**config.mk**
```make
export PLATFORM = sky130hd
export DESIGN_NAME = encode_nrzi_flat
export DESIGN_NICKNAME = d
export VERILOG_FILES = /design/src/rtl/usb_pkg.sv /design/src/rtl/encode_nrzi_if.sv /design/src/rtl/encode_nrzi_fsm.sv /design/src/rtl/encode_nrzi.sv /design/src/flat_wrapper.sv
export SDC_FILE = /design/constraint.sdc
export NUM_CORES = 1
export LEC_CHECK = 0
export CORE_AREA = 2 2 39 41
export DETAILED_ROUTE_END_ITERATION = 10
export DIE_AREA = 0 0 41 43
export MAX_ROUTING_LAYER = met4
export PLACE_DENSITY = 0.77
export SLEW_MARGIN = 20
export SYNTH_ARGS = -nofsm -noshare
export SYNTH_HDL_FRONTEND = slang
export SYNTH_SLANG_ARGS = --single-unit
```
**constraint.sdc**
```tcl
create_clock -name clk -period 4.7 [get_ports clk]
set_input_delay 0.94 -clock clk [delete_from_list [all_inputs] [get_ports clk]]
set_output_delay 0.94 -clock clk [all_outputs]
set_load 0.05 [all_outputs]
```
**src/rtl/usb_pkg.sv**
```systemverilog
// ============================================================================
//  Module   : usb_pkg
//  Purpose  : Shared USB line-state types and constants for the TX path.
//  Revision : 1.0
// ============================================================================
`default_nettype none

package usb_pkg;

  typedef enum logic [1:0] {
    LS_J   = 2'd0,
    LS_K   = 2'd1,
    LS_SE0 = 2'd2
  } line_state_t;

  localparam int USB_EOP_SE0_BITS = 2;

  // Pad levels for a line state, returned as {dp, dm}
  function automatic logic [1:0] ls_pads(input line_state_t ls);
    case (ls)
      LS_J:    return 2'b10;
      LS_K:    return 2'b01;
      default: return 2'b00;
    endcase
  endfunction

endpackage

`default_nettype wire

```
**src/rtl/encode_nrzi_if.sv**
```systemverilog
// ============================================================================
//  Module   : encode_nrzi_if
//  Purpose  : Bit-stuffer to NRZI encoder/pad-driver signal bundle.
//  Revision : 1.0
// ============================================================================
`default_nettype none

interface encode_nrzi_if;
  logic abort;
  logic bit_en;
  logic start_nrzi;
  logic s_in;
  logic end_nrzi;
  logic dp;
  logic dm;
  logic tx_oe;
  logic nrzi_wait;
  logic tx_done;

  modport master (
    output abort, bit_en, start_nrzi, s_in, end_nrzi,
    input  dp, dm, tx_oe, nrzi_wait, tx_done
  );

  modport slave (
    input  abort, bit_en, start_nrzi, s_in, end_nrzi,
    output dp, dm, tx_oe, nrzi_wait, tx_done
  );
endinterface

`default_nettype wire

```
**src/rtl/encode_nrzi_fsm.sv**
```systemverilog
// ============================================================================
//  Module   : nrzi_encode_fsm
//  Purpose  : Packet sequencing for the NRZI encoder (encode, EOP SE0/J).
//  Revision : 1.0
// ============================================================================
`default_nettype none

module nrzi_encode_fsm #(
  parameter int EOP_SE0_BITS = 2
) (
  input  logic clk,
  input  logic rst_n,
  input  logic i_abort,
  input  logic i_bit_en,
  input  logic i_start,
  input  logic i_end,
  output logic o_upd,
  output logic o_load,
  output logic o_clr,
  output logic o_se0,
  output logic o_oe,
  output logic o_done,
  output logic o_wait
);

  typedef enum logic [1:0] {
    ST_IDLE    = 2'd0,
    ST_ENCODE  = 2'd1,
    ST_EOP_SE0 = 2'd2,
    ST_EOP_J   = 2'd3
  } state_t;

  localparam int                 c_cnt_w    = $clog2(EOP_SE0_BITS + 1);
  localparam logic [c_cnt_w-1:0] c_cnt_last = c_cnt_w'(EOP_SE0_BITS);
  localparam logic [c_cnt_w-1:0] c_cnt_one  = c_cnt_w'(1);

  state_t             r_state;
  logic [c_cnt_w-1:0] r_cnt;

  logic w_step;
  logic w_cnt_last;
  logic w_load;
  logic w_clr;
  logic w_se0;
  logic w_oe;
  logic w_done;

  assign w_step     = i_bit_en & ~i_abort;
  assign w_cnt_last = (r_cnt == c_cnt_last);

  // Raw per-state controls describing the line for the next bit time
  always_comb begin
    w_load = 1'b0;
    w_clr  = 1'b0;
    w_se0  = 1'b0;
    w_oe   = 1'b0;
    w_done = 1'b0;
    case (r_state)
      ST_IDLE: begin
        w_load = i_start;
        w_oe   = i_start;
      end
      ST_ENCODE: begin
        w_oe   = 1'b1;
        w_se0  = i_end;
        w_load = ~i_end;
      end
      ST_EOP_SE0: begin
        w_oe  = 1'b1;
        w_clr = w_cnt_last;
        w_se0 = ~w_cnt_last;
      end
      default: begin
        w_done = 1'b1;
      end
    endcase
  end

  // Abort overrides everything: line forced to idle J with the driver off
  assign o_upd  = i_bit_en | i_abort;
  assign o_load = w_step & w_load;
  assign o_clr  = i_abort | (w_step & w_clr);
  assign o_se0  = ~i_abort & w_se0;
  assign o_oe   = ~i_abort & w_oe;
  assign o_done = w_step & w_done;
  assign o_wait = (r_state == ST_IDLE) & ~(i_start & i_bit_en);

  always_ff @(posedge clk or negedge rst_n) begin
    if (!rst_n) begin
      r_state <= ST_IDLE;
      r_cnt   <= '0;
    end else if (i_abort) begin
      r_state <= ST_IDLE;
      r_cnt   <= '0;
    end else if (i_bit_en) begin
      case (r_state)
        ST_IDLE: begin
          if (i_start) r_state <= ST_ENCODE;
        end
        ST_ENCODE: begin
          if (i_end) begin
            r_state <= ST_EOP_SE0;
            r_cnt   <= c_cnt_one;
          end
        end
        ST_EOP_SE0: begin
          if (w_cnt_last) begin
            r_state <= ST_EOP_J;
            r_cnt   <= '0;
          end else begin
            r_cnt <= r_cnt + c_cnt_one;
          end
        end
        default: begin
          r_state <= ST_IDLE;
          r_cnt   <= '0;
        end
      endcase
    end
  end

endmodule

`default_nettype wire

```
**src/rtl/encode_nrzi.sv**
```systemverilog
// ============================================================================
//  Module   : encode_nrzi
//  Purpose  : USB TX NRZI encoder and line driver with EOP generation.
//  Revision : 1.0
// ============================================================================
`default_nettype none

module encode_nrzi
  import usb_pkg::*;
#(
  parameter int EOP_SE0_BITS = USB_EOP_SE0_BITS
) (
  input  logic          clk,
  input  logic          rst_n,
  encode_nrzi_if.slave  bus
);

  logic        w_upd;
  logic        w_load;
  logic        w_clr;
  logic        w_se0;
  logic        w_oe;
  logic        w_done;
  logic        w_wait;
  logic        w_line_nxt;
  line_state_t w_ls_nxt;
  logic [1:0]  w_pads;

  logic r_line;
  logic r_dp;
  logic r_dm;
  logic r_oe;
  logic r_done;

  nrzi_encode_fsm #(
    .EOP_SE0_BITS (EOP_SE0_BITS)
  ) u_fsm (
    .clk      (clk),
    .rst_n    (rst_n),
    .i_abort  (bus.abort),
    .i_bit_en (bus.bit_en),
    .i_start  (bus.start_nrzi),
    .i_end    (bus.end_nrzi),
    .o_upd    (w_upd),
    .o_load   (w_load),
    .o_clr    (w_clr),
    .o_se0    (w_se0),
    .o_oe     (w_oe),
    .o_done   (w_done),
    .o_wait   (w_wait)
  );

  // NRZI: a 1 holds the line level, a 0 toggles it
  always_comb begin
    w_line_nxt = r_line;
    if (w_clr) begin
      w_line_nxt = 1'b1;
    end else if (w_load) begin
      w_line_nxt = bus.s_in ? r_line : ~r_line;
    end
  end

  assign w_ls_nxt = w_se0 ? LS_SE0 : (w_line_nxt ? LS_J : LS_K);
  assign w_pads   = ls_pads(w_ls_nxt);

  always_ff @(posedge clk or negedge rst_n) begin
    if (!rst_n) begin
      r_line <= 1'b1;
      r_dp   <= 1'b1;
      r_dm   <= 1'b0;
      r_oe   <= 1'b0;
      r_done <= 1'b0;
    end else begin
      r_done <= w_done;
      if (w_upd) begin
        r_line <= w_line_nxt;
        r_dp   <= w_pads[1];
        r_dm   <= w_pads[0];
        r_oe   <= w_oe;
      end
    end
  end

  assign bus.dp        = r_dp;
  assign bus.dm        = r_dm;
  assign bus.tx_oe     = r_oe;
  assign bus.tx_done   = r_done;
  assign bus.nrzi_wait = w_wait;

endmodule

`default_nettype wire

```
**src/flat_wrapper.sv**
```systemverilog
// flat-port wrapper written by rule: the top's interface ports become plain ports
module encode_nrzi_flat import usb_pkg::*;
#(
  parameter int EOP_SE0_BITS = USB_EOP_SE0_BITS
)
  (clk, rst_n, bus_abort, bus_bit_en, bus_start_nrzi, bus_s_in, bus_end_nrzi, bus_dp, bus_dm, bus_tx_oe, bus_nrzi_wait, bus_tx_done);
  encode_nrzi_if bus_i ();
  input  logic clk;
  input  logic rst_n;
  input wire logic [$bits(bus_i.abort)-1:0] bus_abort;
  input wire logic [$bits(bus_i.bit_en)-1:0] bus_bit_en;
  input wire logic [$bits(bus_i.start_nrzi)-1:0] bus_start_nrzi;
  input wire logic [$bits(bus_i.s_in)-1:0] bus_s_in;
  input wire logic [$bits(bus_i.end_nrzi)-1:0] bus_end_nrzi;
  output wire logic [$bits(bus_i.dp)-1:0] bus_dp;
  output wire logic [$bits(bus_i.dm)-1:0] bus_dm;
  output wire logic [$bits(bus_i.tx_oe)-1:0] bus_tx_oe;
  output wire logic [$bits(bus_i.nrzi_wait)-1:0] bus_nrzi_wait;
  output wire logic [$bits(bus_i.tx_done)-1:0] bus_tx_done;
  assign bus_i.abort = bus_abort;
  assign bus_i.bit_en = bus_bit_en;
  assign bus_i.start_nrzi = bus_start_nrzi;
  assign bus_i.s_in = bus_s_in;
  assign bus_i.end_nrzi = bus_end_nrzi;
  assign bus_dp = bus_i.dp;
  assign bus_dm = bus_i.dm;
  assign bus_tx_oe = bus_i.tx_oe;
  assign bus_nrzi_wait = bus_i.nrzi_wait;
  assign bus_tx_done = bus_i.tx_done;
  encode_nrzi #(.EOP_SE0_BITS(EOP_SE0_BITS)) u_core (.clk(clk), .rst_n(rst_n), .bus(bus_i));
endmodule
```
==> impl_results.md, run 1 <==
* Status: completed
* Worst slew margin relative to its limit at between 60 and 70%
* Final Net Count at 84
* Clk buf depth at 2
* Mapped cell area at 591 µm²
* CTS resizes at 0
* Ys flop type: dfrtp_1
* WP data arrival at ~2.5 ns
* Mux cell area share after synthesis at 4.24%
* Setup violators final at 0
* Latest clock arrival within the worst-skew pair at around 0.26 ns
* Post-CTS Hold Fix Bufs at 0
* WL met3 at 41 µm
* Design area at between 700 and 800 µm²
* Peak supply drop at about 0.23 mV
* CP bufs+invs at 2
* HP Class: reg2reg
* Power density over cell area at a little over 300 mW/mm²
* Reg2reg end: u_core.bus.dp
* Root buffer cell: clkbuf_4
* Vias per cell at between 4 and 5
* F_max at between 200 and 300 MHz
* Post-synthesis sequential area ratio at 38.6%
* Drt pass-1 iters at 2
* Reg2reg start: u_core.u_fsm.r_state[0]
* WP data required at between 3 and 4 ns
* CP max stage delay at approximately 0.8 ns
* Top Metal Used: met3
* RSZ-0062 raised after global routing: false
* Yosys warns at 0
* WL met1 at 439 µm
* Wirelength per Cell at 11.5 µm
* Max FO, Critical Path at 5
* Seq cells post-synth at 9
* DIE AREA at approximately 0.0018 mm²
* Gp weighted congestion at 0.733
* Distinct cell type count after synthesis at 31
* Synthesized-area fraction occupied by adder cells at approximately a tenth
* Antenna Nets Post-Route at 0
* Htree depth at 1
* Synth Area in Simple Gates at 26.5%
* Crit path kind: in2out
* CTS Buf Count at 3
* Pin count of the biggest net entering global routing at 11
* Crit path cell chain: clkdlybuf4s50_1 > a21boi_0 > clkdlybuf4s50_1
* Global-route wire length before repair at 1520 µm
* Sum Neg Setup Slack at 0 ns
* # Max-Cap Violations at 0
* Top post-synthesis cells by area: dfrtp_1 (30%), ha_1 (11%), dfstp_2 (8.9%)
* Synth top area share at between 20 and 30%
* Worst clock skew at roughly 0.0045 ns
* Asr flop ratio synth at 100%
* Hold_sp: u_core.bus.dm
* Critical path capture point type: primary output
* Most frequent cell after synthesis: dfrtp_1
* Die Y at roughly 43 µm
* Crit-path slowest cell: clkdlybuf4s50_1
* Min cycle time layout at between 3 and 4 ns
* Net Count, Synth at slightly below 70
* Syn_area_per_cell at between 10 and 15 µm²
* Crit path launch type: primary input
* XOR/XNOR Fraction of Synth Area at 1.48%
* Initial antenna violation count at 0
* Met2 wire length at around 520 µm
* Final Util at 53.7%
* Grt ovf at 0
* Vias in the first global route at 386
* Area after DPL at just over 700 µm²
* Reg2Reg Setup Slack at between 2 and 3 ns
* Dominant cell type by area after synthesis: dfrtp_1
* Clock transition at path regs at ~0.06 ns
* Worst Tran Pin Value at between 0.4 and 0.5 ns
* Ports at 12
* Delay-heaviest family, CP: buffers and inverters
* Setup Buffers After CTS at 0
* Worst Hold Path EP: u_core.bus.dm
* Period utilization at a little over 70%
* Clock Sinks at 9
* CTS tree: yes
* Starting Density at 42.7%
* Most used cell, CP: clkdlybuf4s50_1
* Slew Viols, Final at 0
* Synth Instances at between 50 and 60
* Cell Rows at 14
* Residual DRC count at 0
* Dpl hpwl at approximately 800 µm
* Core area at around 0.0014 mm²
* Hold depth at 2
* IO buf count at 11
* Lkg Pwr at between 0.3 and 0.4 nW
* Die width at about 40 µm
* Detailed Route WL at between 1000 and 1500 µm
* Final Hold Viols at 0
* First DRT Iteration DRCs at 3
* Area Overhead vs Synth at 25.8%
* Antenna cell count at 0
* Worst R2R Path Depth at 6
* Synth top cells by count: dfrtp_1 (7), ha_1 (5), a21oi_1 (4), nand2_1 (4), nor2_1 (4)
* Layout cell share with drive strength beyond 1 at about 14%
* Compound-cell area share of the yosys netlist at ~16%
* Global Route Usage Sum at between 10 and 15%
* Largest family of logic cells by synthesized area: simple AND/OR/NAND/NOR gates
* Vias post-DR at approximately 430
* Number of synthesized flops with an enable pin at 0
metrics by stage:
stage | setup WS (ns) | std cells | power, mW | hold slack [ns]
floorplan | 1.68 | 57 | 0.149 | 0.544
global placement | 1.33 | 83 | 0.173 | 0.482
detailed placement | 1.31 | 83 | 0.174 | 0.501
CTS | 1.31 | 87 | 0.233 | 0.514
global route | 1.24 | 87 | 0.245 | 0.542
finish | 1.31 | 87 | 0.230 | 0.502
worst max-delay path by stage:
stage,from,slack [ns],cells after the start,to
2_1_floorplan,bus_bit_en,1.68,1,bus_nrzi_wait
3_3_place_gp,bus_bit_en,1.33,3,bus_nrzi_wait
3_5_place_dp,bus_bit_en,1.31,3,bus_nrzi_wait
4_1_cts,bus_bit_en,1.31,3,bus_nrzi_wait
5_1_grt,bus_bit_en,1.24,3,bus_nrzi_wait
6_report,bus_bit_en,1.31,3,bus_nrzi_wait
registers in the layout (all words and copies together), names as in the netlist:
name                  cells
u_core.r_line             1
u_core.bus.tx_oe          1
u_core.bus.dm             1
u_core.u_fsm.r_state      2
u_core.bus.dp             1
u_core.u_fsm.r_cnt        2
u_core.bus.tx_done        1
tightest hold or removal path, stage by stage (launching register included):
cell and delay (ns):
dfrtp_1 0.34, nand2_1 0.05, o21ai_0 0.07
power breakdown:
part	switching (mW)	internal, mW
clock	0.0246	0.0326
combinational	0.0473	0.0356
sequential	0.00525	0.0842
layout make-up:
type | instances | area, µm²
clock buffer | 4 | 26.3
fill | 124 | 641
inverter | 3 | 11.3
multi-input combinational | 44 | 348
sequential | 9 | 228
tap | 16 | 20.0
timing repair buffer | 11 | 110
cells by family (layout without fill, tap and decap cells):
logic type               Yosys count  count (layout)
AND/OR/NAND/NOR                   25              25
AO/OA/AOI/OAI                     11              11
flip-flops                         9               9
adder cells (fa/ha/maj)            5               5
buffers and inverters              4              18
multiplexers                       2               2
XOR/XNOR                           1               1
per-layer routing:
metal | vias to the layer above | global-route usage (%)
li1 | 226 | -
met1 | 199 | 16.2
met2 | 8 | 20.0
met3 | 0 | 7.85
met4 | 0 | 2.00
met5 | - | -
cell usage in the layout, fill, tap and decap left out, drive strengths merged, types with 3 or more instances in the layout:
cell | netlist | routed
ha | 5 | 5
clkdlybuf4s50 | 0 | 11
a21oi | 4 | 4
clkbuf | 1 | 4
nand2b | 3 | 3
nand2 | 4 | 4
nor2 | 4 | 4
inv | 3 | 3
and2b | 3 | 3
dfrtp | 7 | 7
Power figures use the tool's default switching activity.
==> run 2: changes to the inputs <==
Clock period 4.7 ns to 3.5 ns, I/O delays scaled along.
==> run 2 against run 1 <==
Against the previous run:
- clock skew is 0.0030 ns higher
- wire length is 6.7% higher
- via count rose by 3.2%
- non-clock buffer count unchanged
- sequential share of layout area decreased by 0.051 points
- critical path type unchanged
==> impl_results.md, run 2 (same netlist as run 1, synthesis figures left out) <==
* Status: completed
* Worst slew margin relative to its limit at between 60% and 70%
* Latest clock arrival within the worst-skew pair at roughly 0.26 ns
* WHS at just over 0.5 ns
* Slew Viols, Final at 0
* CP max stage delay at 0.83 ns
* Number of fill cells at between 100 and 150
* Period utilization at about 83%
* Antenna Nets Post-Route at 0
* Worst Tran Pin Value at 0.492 ns
* Root buffer cell: clkbuf_4
* HP Class: reg2reg
* Clock transition at path regs at roughly 0.07 ns
* Min cycle time layout at just under 3 ns
* Ports at 12
* Layout cell share with drive strength beyond 1 at around 15%
* Routing usage on met3 at roughly 6.3%
* Vias post-DR at between 400 and 500
* Sum Neg Setup Slack at 0 ns
* RSZ-0062 raised after global routing: false
* Drt pass-1 iters at 4
* Top flop regs: u_core.u_fsm.r_cnt (2), u_core.u_fsm.r_state (2)
* Setup violators final at 0
* Most used cell, CP: clkdlybuf4s50_1
* Peak supply drop at slightly below 0.3 mV
* Final Hold Viols at 0
* Initial antenna violation count at 0
* Global-route wire length before repair at around 1800 µm
* WP data required at 2.80 ns
* Grt ovf at 0
* Lkg Pwr at around 0.32 nW
* Crit path kind: in2out
* Grt met2 use at between 20% and 30%
* Post-CTS Hold Fix Bufs at 0
* F_max at approximately 340 MHz
* CTS resizes at 0
* Vias in the first global route at ~430
* WP data arrival at about 2.2 ns
* Met1 Usage GRT at between 10% and 20%
* Critical path capture point type: primary output
* Antenna cell count at 0
* Leading cell type in the layout, fill and taps excluded: clkdlybuf4s50_1
* Crit-path slowest cell: clkdlybuf4s50_1
* Commonest non-fill, non-tap cells in the layout: clkdlybuf4s50_1 (11), dfrtp_1 (7), ha_1 (5)
* Wirelength per Cell at between 10 and 15 µm
* Crit path launch type: primary input
* Max FO, Critical Path at 5
* Crit path cell chain: clkdlybuf4s50_1 > a21boi_0 > clkdlybuf4s50_1
* Gp weighted congestion at 0.735
* Htree depth at 1
* Starting Density at between 40 and 50%
* Global Route Usage Sum at ~15%
* Clock Sinks at 9
* DIE AREA at roughly 0.0018 mm²
* Final Util at a little over half
* Area Overhead vs Synth at 26.1%
* Die Y at between 40 and 50 µm
* IO buf count at 11
* Core area at 0.00138 mm²
* Cell Rows at 14
* GR peak layer: met2
* Setup Buffers After CTS at 0
* CTS Buf Count at 3
* Pin count of the biggest net entering global routing at 11
* Residual DRC count at 0
* Die width at between 40 and 50 µm
* Vias per cell at 5.14
* Power density over cell area at 417 mW/mm²
* Clk buf depth at 2
* CTS tree: yes
* Final Net Count at 84
* # Max-Cap Violations at 0
* Detailed Route WL at roughly 1100 µm
* First DRT Iteration DRCs at 6
* Worst clock skew at about 0.0074 ns
## run 2: cell types whose count changed in the layout (fill, tap and decap cells not counted), sizes merged
cell / change
clkbuf: -1
clkinv: +1
## run 2: final timing paths
check / startpoint / endpoint / slack (ns) / cells after the start
setup reg to reg: u_core.u_fsm.r_state[0] / u_core.bus.dp / 1.69 / 6
hold / removal: u_core.bus.dm / u_core.bus.dm / 0.51 / 2
min in group asynchronous: rst_n / u_core.bus.dm / 0.73 / 1
max in group asynchronous: rst_n / u_core.r_line / 2.45 / 1
hold reg to reg: u_core.bus.dm / u_core.bus.dm / 0.51 / 2
setup / recovery: bus_bit_en / bus_nrzi_wait / 0.58 / 3
## run 2: final cells by class
cell class | count | area (µm²) | area share [%]
Inverter | 3 | 11.3 | 1.51
Timing Repair Buffer | 11 | 110 | 14.8
Multi-Input combinational cell | 44 | 348 | 46.7
Clock buffer | 3 | 22.5 | 3.03
Sequential cell | 9 | 228 | 30.6
Clock inverter | 1 | 5.00 | 0.672
Tap cell | 16 | 20.0 | 2.69
## run 2: critical path: cells and delay by family
family                 cells  cell delay [ns]
buffers and inverters      2             1.31
AOI/OAI and AO/OA          1             0.21
## run 2: report_power, final
part           internal, mW  switching [mW]
Clock                0.0421          0.0374
Sequential            0.113         0.00717
Combinational        0.0477          0.0632
Total                 0.203           0.108
## run 2: stage by stage
step | worst slack (ns) | instances | area (µm²) | total power, mW
final | 0.580 | 87 | 744 | 0.311
after detailed placement | 0.586 | 83 | 717 | 0.234
after CTS | 0.581 | 87 | 744 | 0.314
after global placement | 0.606 | 83 | 717 | 0.232
after floorplan | 0.931 | 57 | 591 | 0.201
after global routing | 0.532 | 87 | 744 | 0.336
## run 2: per-layer routing
metal / vias up / routed length [µm] / part of all wire [%]
li1: 228 / - / -
met1: 211 / 463 / 43
met2: 8 / 570 / 53
met3: 0 / 36 / 3.4
met4: 0 / 0 / 0
met5: - / 0 / 0
==> run 3: changes to the inputs <==
Settings changed: CORE_AREA 2 2 39 41 to not set, CORE_UTILIZATION set to 43, DIE_AREA 0 0 41 43 to not set.
Clock period 3.5 ns to 2.65 ns, I/O delays scaled along.
==> run 3 against run 2 <==
Against the previous run:
- global-route usage up 2.6 points
- register-to-register slack worse by 0.87 ns
- cell count down 2.3%
- largest cell class unchanged
- largest power group unchanged
==> impl_results.md, run 3 (same netlist as run 1, synthesis figures left out) <==
* Antenna Nets Post-Route at 0
* Die width at 39.1 µm
* Switching Share at ~33%
* Clock power frac at about a quarter
* Worst Tran Pin Value at 0.491 ns
* WHS at about 0.49 ns
* Vias post-DR at 434
* Residual DRC count at 0
* FF/Latch Area at 228 µm²
* Setup Buffers After CTS at 0
* Crit path cell chain: clkdlybuf4s50_1
* Global-route wire length before repair at 1710 µm
* Commonest non-fill, non-tap cells in the layout: clkdlybuf4s50_1 (10), dfrtp_1 (7), ha_1 (5)
* Gp weighted congestion at just over 0.8
* WP data arrival at 1.58 ns
* Worst slew margin relative to its limit at 67.2%
* Logic gate share of total power at a little under two fifths
* Post-CTS Hold Fix Bufs at 0
* Dpl hpwl at around 850 µm
* Leading cell type in the layout, fill and taps excluded: clkdlybuf4s50_1
* Lkg Pwr at about 0.32 nW
* Worst Hold Path EP: u_core.bus.dm
* Sw Pwr at roughly 140 µW
* First DRT Iteration DRCs at 3
* Max FO, Critical Path at 2
* DIE AREA at 0.00153 mm²
* Vias per cell at between 5 and 6
* Detailed Route WL at 1040 µm
* Clock transition at path regs at 0.06 ns
* Die Y at about 40 µm
* Htree depth at 1
* Crit path kind: reg2out
* Layout cell share with drive strength beyond 1 at 15.5%
* F_max at roughly 470 MHz
* Period utilization at 79.5%
* Latest clock arrival within the worst-skew pair at roughly 0.25 ns
* WP data required at ~2.1 ns
* Clock Sinks at 9
* Hold_sp: u_core.bus.dm
* Delay-heaviest family, CP: buffers and inverters
* Area Overhead vs Synth at 27.1%
* Post-Place Cells at just over 80
* HP Class: reg2reg
* Int Pwr at 278 µW
* Design area at 751 µm²
* Critical path capture point type: primary output
* Initial antenna violation count at 0
* Reg2reg start: u_core.u_fsm.r_state[0]
* CP bufs+invs at 1
* Clk buf depth at 2
* Reg2Reg Setup Slack at 0.82 ns
* Final Util at a little over three fifths
* CTS resizes at 0
* Top flop regs: u_core.u_fsm.r_cnt (2), u_core.u_fsm.r_state (2)
* Starting Density at around half
* Global Route Usage Sum at between 10% and 20%
* Footprint of the multi-input gates at between 300 and 400 µm²
* Core area at approximately 0.0012 mm²
* Status: completed
* Crit path launch type: register
* CTS Buf Count at 3
* Power density over cell area at between 500 and 600 mW/mm²
* Root buffer cell: clkbuf_4
* Min cycle time layout at about 2.1 ns
* Hold depth at 2
* Peak supply drop at 0.410 mV
* Wirelength per Cell at about 12 µm
* # Max-Cap Violations at 0
* Ports at 12
* Cell Rows at 12
* IO buf count at 11
* Area after DPL at between 700 and 800 µm²
* Reg2reg end: u_core.bus.dp
* Sequential share of power at a little under two fifths
* Drt pass-1 iters at 2
* Worst R2R Path Depth at 6
* Critical Path Start: u_core.bus.dp
* RSZ-0062 raised after global routing: false
* Worst clock skew at about 0.0014 ns
* Vias in the first global route at around 440
* Sum Neg Setup Slack at 0 ns
* Final Non-Filler Cells at between 80 and 90
* Antenna cell count at 0
* Slew Viols, Final at 0
* Final Net Count at 84
* Crit-path slowest cell: clkdlybuf4s50_1
* Final Hold Viols at 0
* CTS tree: yes
* Number of fill cells at 110
* Pin count of the biggest net entering global routing at 11
* Setup violators final at 0
* Grt ovf at 0
* CP max stage delay at about 0.79 ns
[run 3: worst max-delay path by stage]
stage                               end  slack [ns]  depth (start not counted)
after floorplan           bus_nrzi_wait        0.25                          3
after global placement    bus_nrzi_wait        0.58                          3
after detailed placement  bus_nrzi_wait        0.58                          3
after CTS                        bus_dp        0.53                          1
after global routing      bus_nrzi_wait        0.41                          4
final                            bus_dp        0.54                          1
[run 3: cell type report]
class / count / share of cell area, %
clock buffer: 4 / 3.50
inverter: 3 / 1.50
timing repair buffer: 11 / 16.0
multi-input combinational: 44 / 46.3
sequential: 9 / 30.3
tap: 14 / 2.33
[run 3: worst min-delay path, cell delays in order, from the launching register on]
cell	delay, ns
dfrtp_1	0.34
nand2_1	0.04
o21ai_0	0.06
[run 3: metrics by stage]
stage | setup WS (ns) | total power, mW
6_report | 0.542 | 0.415
3_5_place_dp | 0.575 | 0.318
2_1_floorplan | 0.251 | 0.265
4_1_cts | 0.527 | 0.423
5_1_grt | 0.410 | 0.445
3_3_place_gp | 0.583 | 0.316
[run 3: routing by layer]
metal	track usage [%]	wire, µm	share of wire (%)	vias to the layer above
met3	8.67	50	4.8	0
li1	-	-	-	224
met1	18.8	447	43	203
met4	2.59	0	0	0
met5	-	0	0	-
met2	30.4	541	52	7
[run 3: power by group through the flow]
stage	clock (mW)	combinational (mW)	sequential [mW]
floorplan	0	0.0899	0.175
global placement	0	0.155	0.161
finish	0.101	0.155	0.159
detailed placement	0	0.156	0.162
CTS	0.107	0.157	0.159
global route	0.114	0.170	0.160
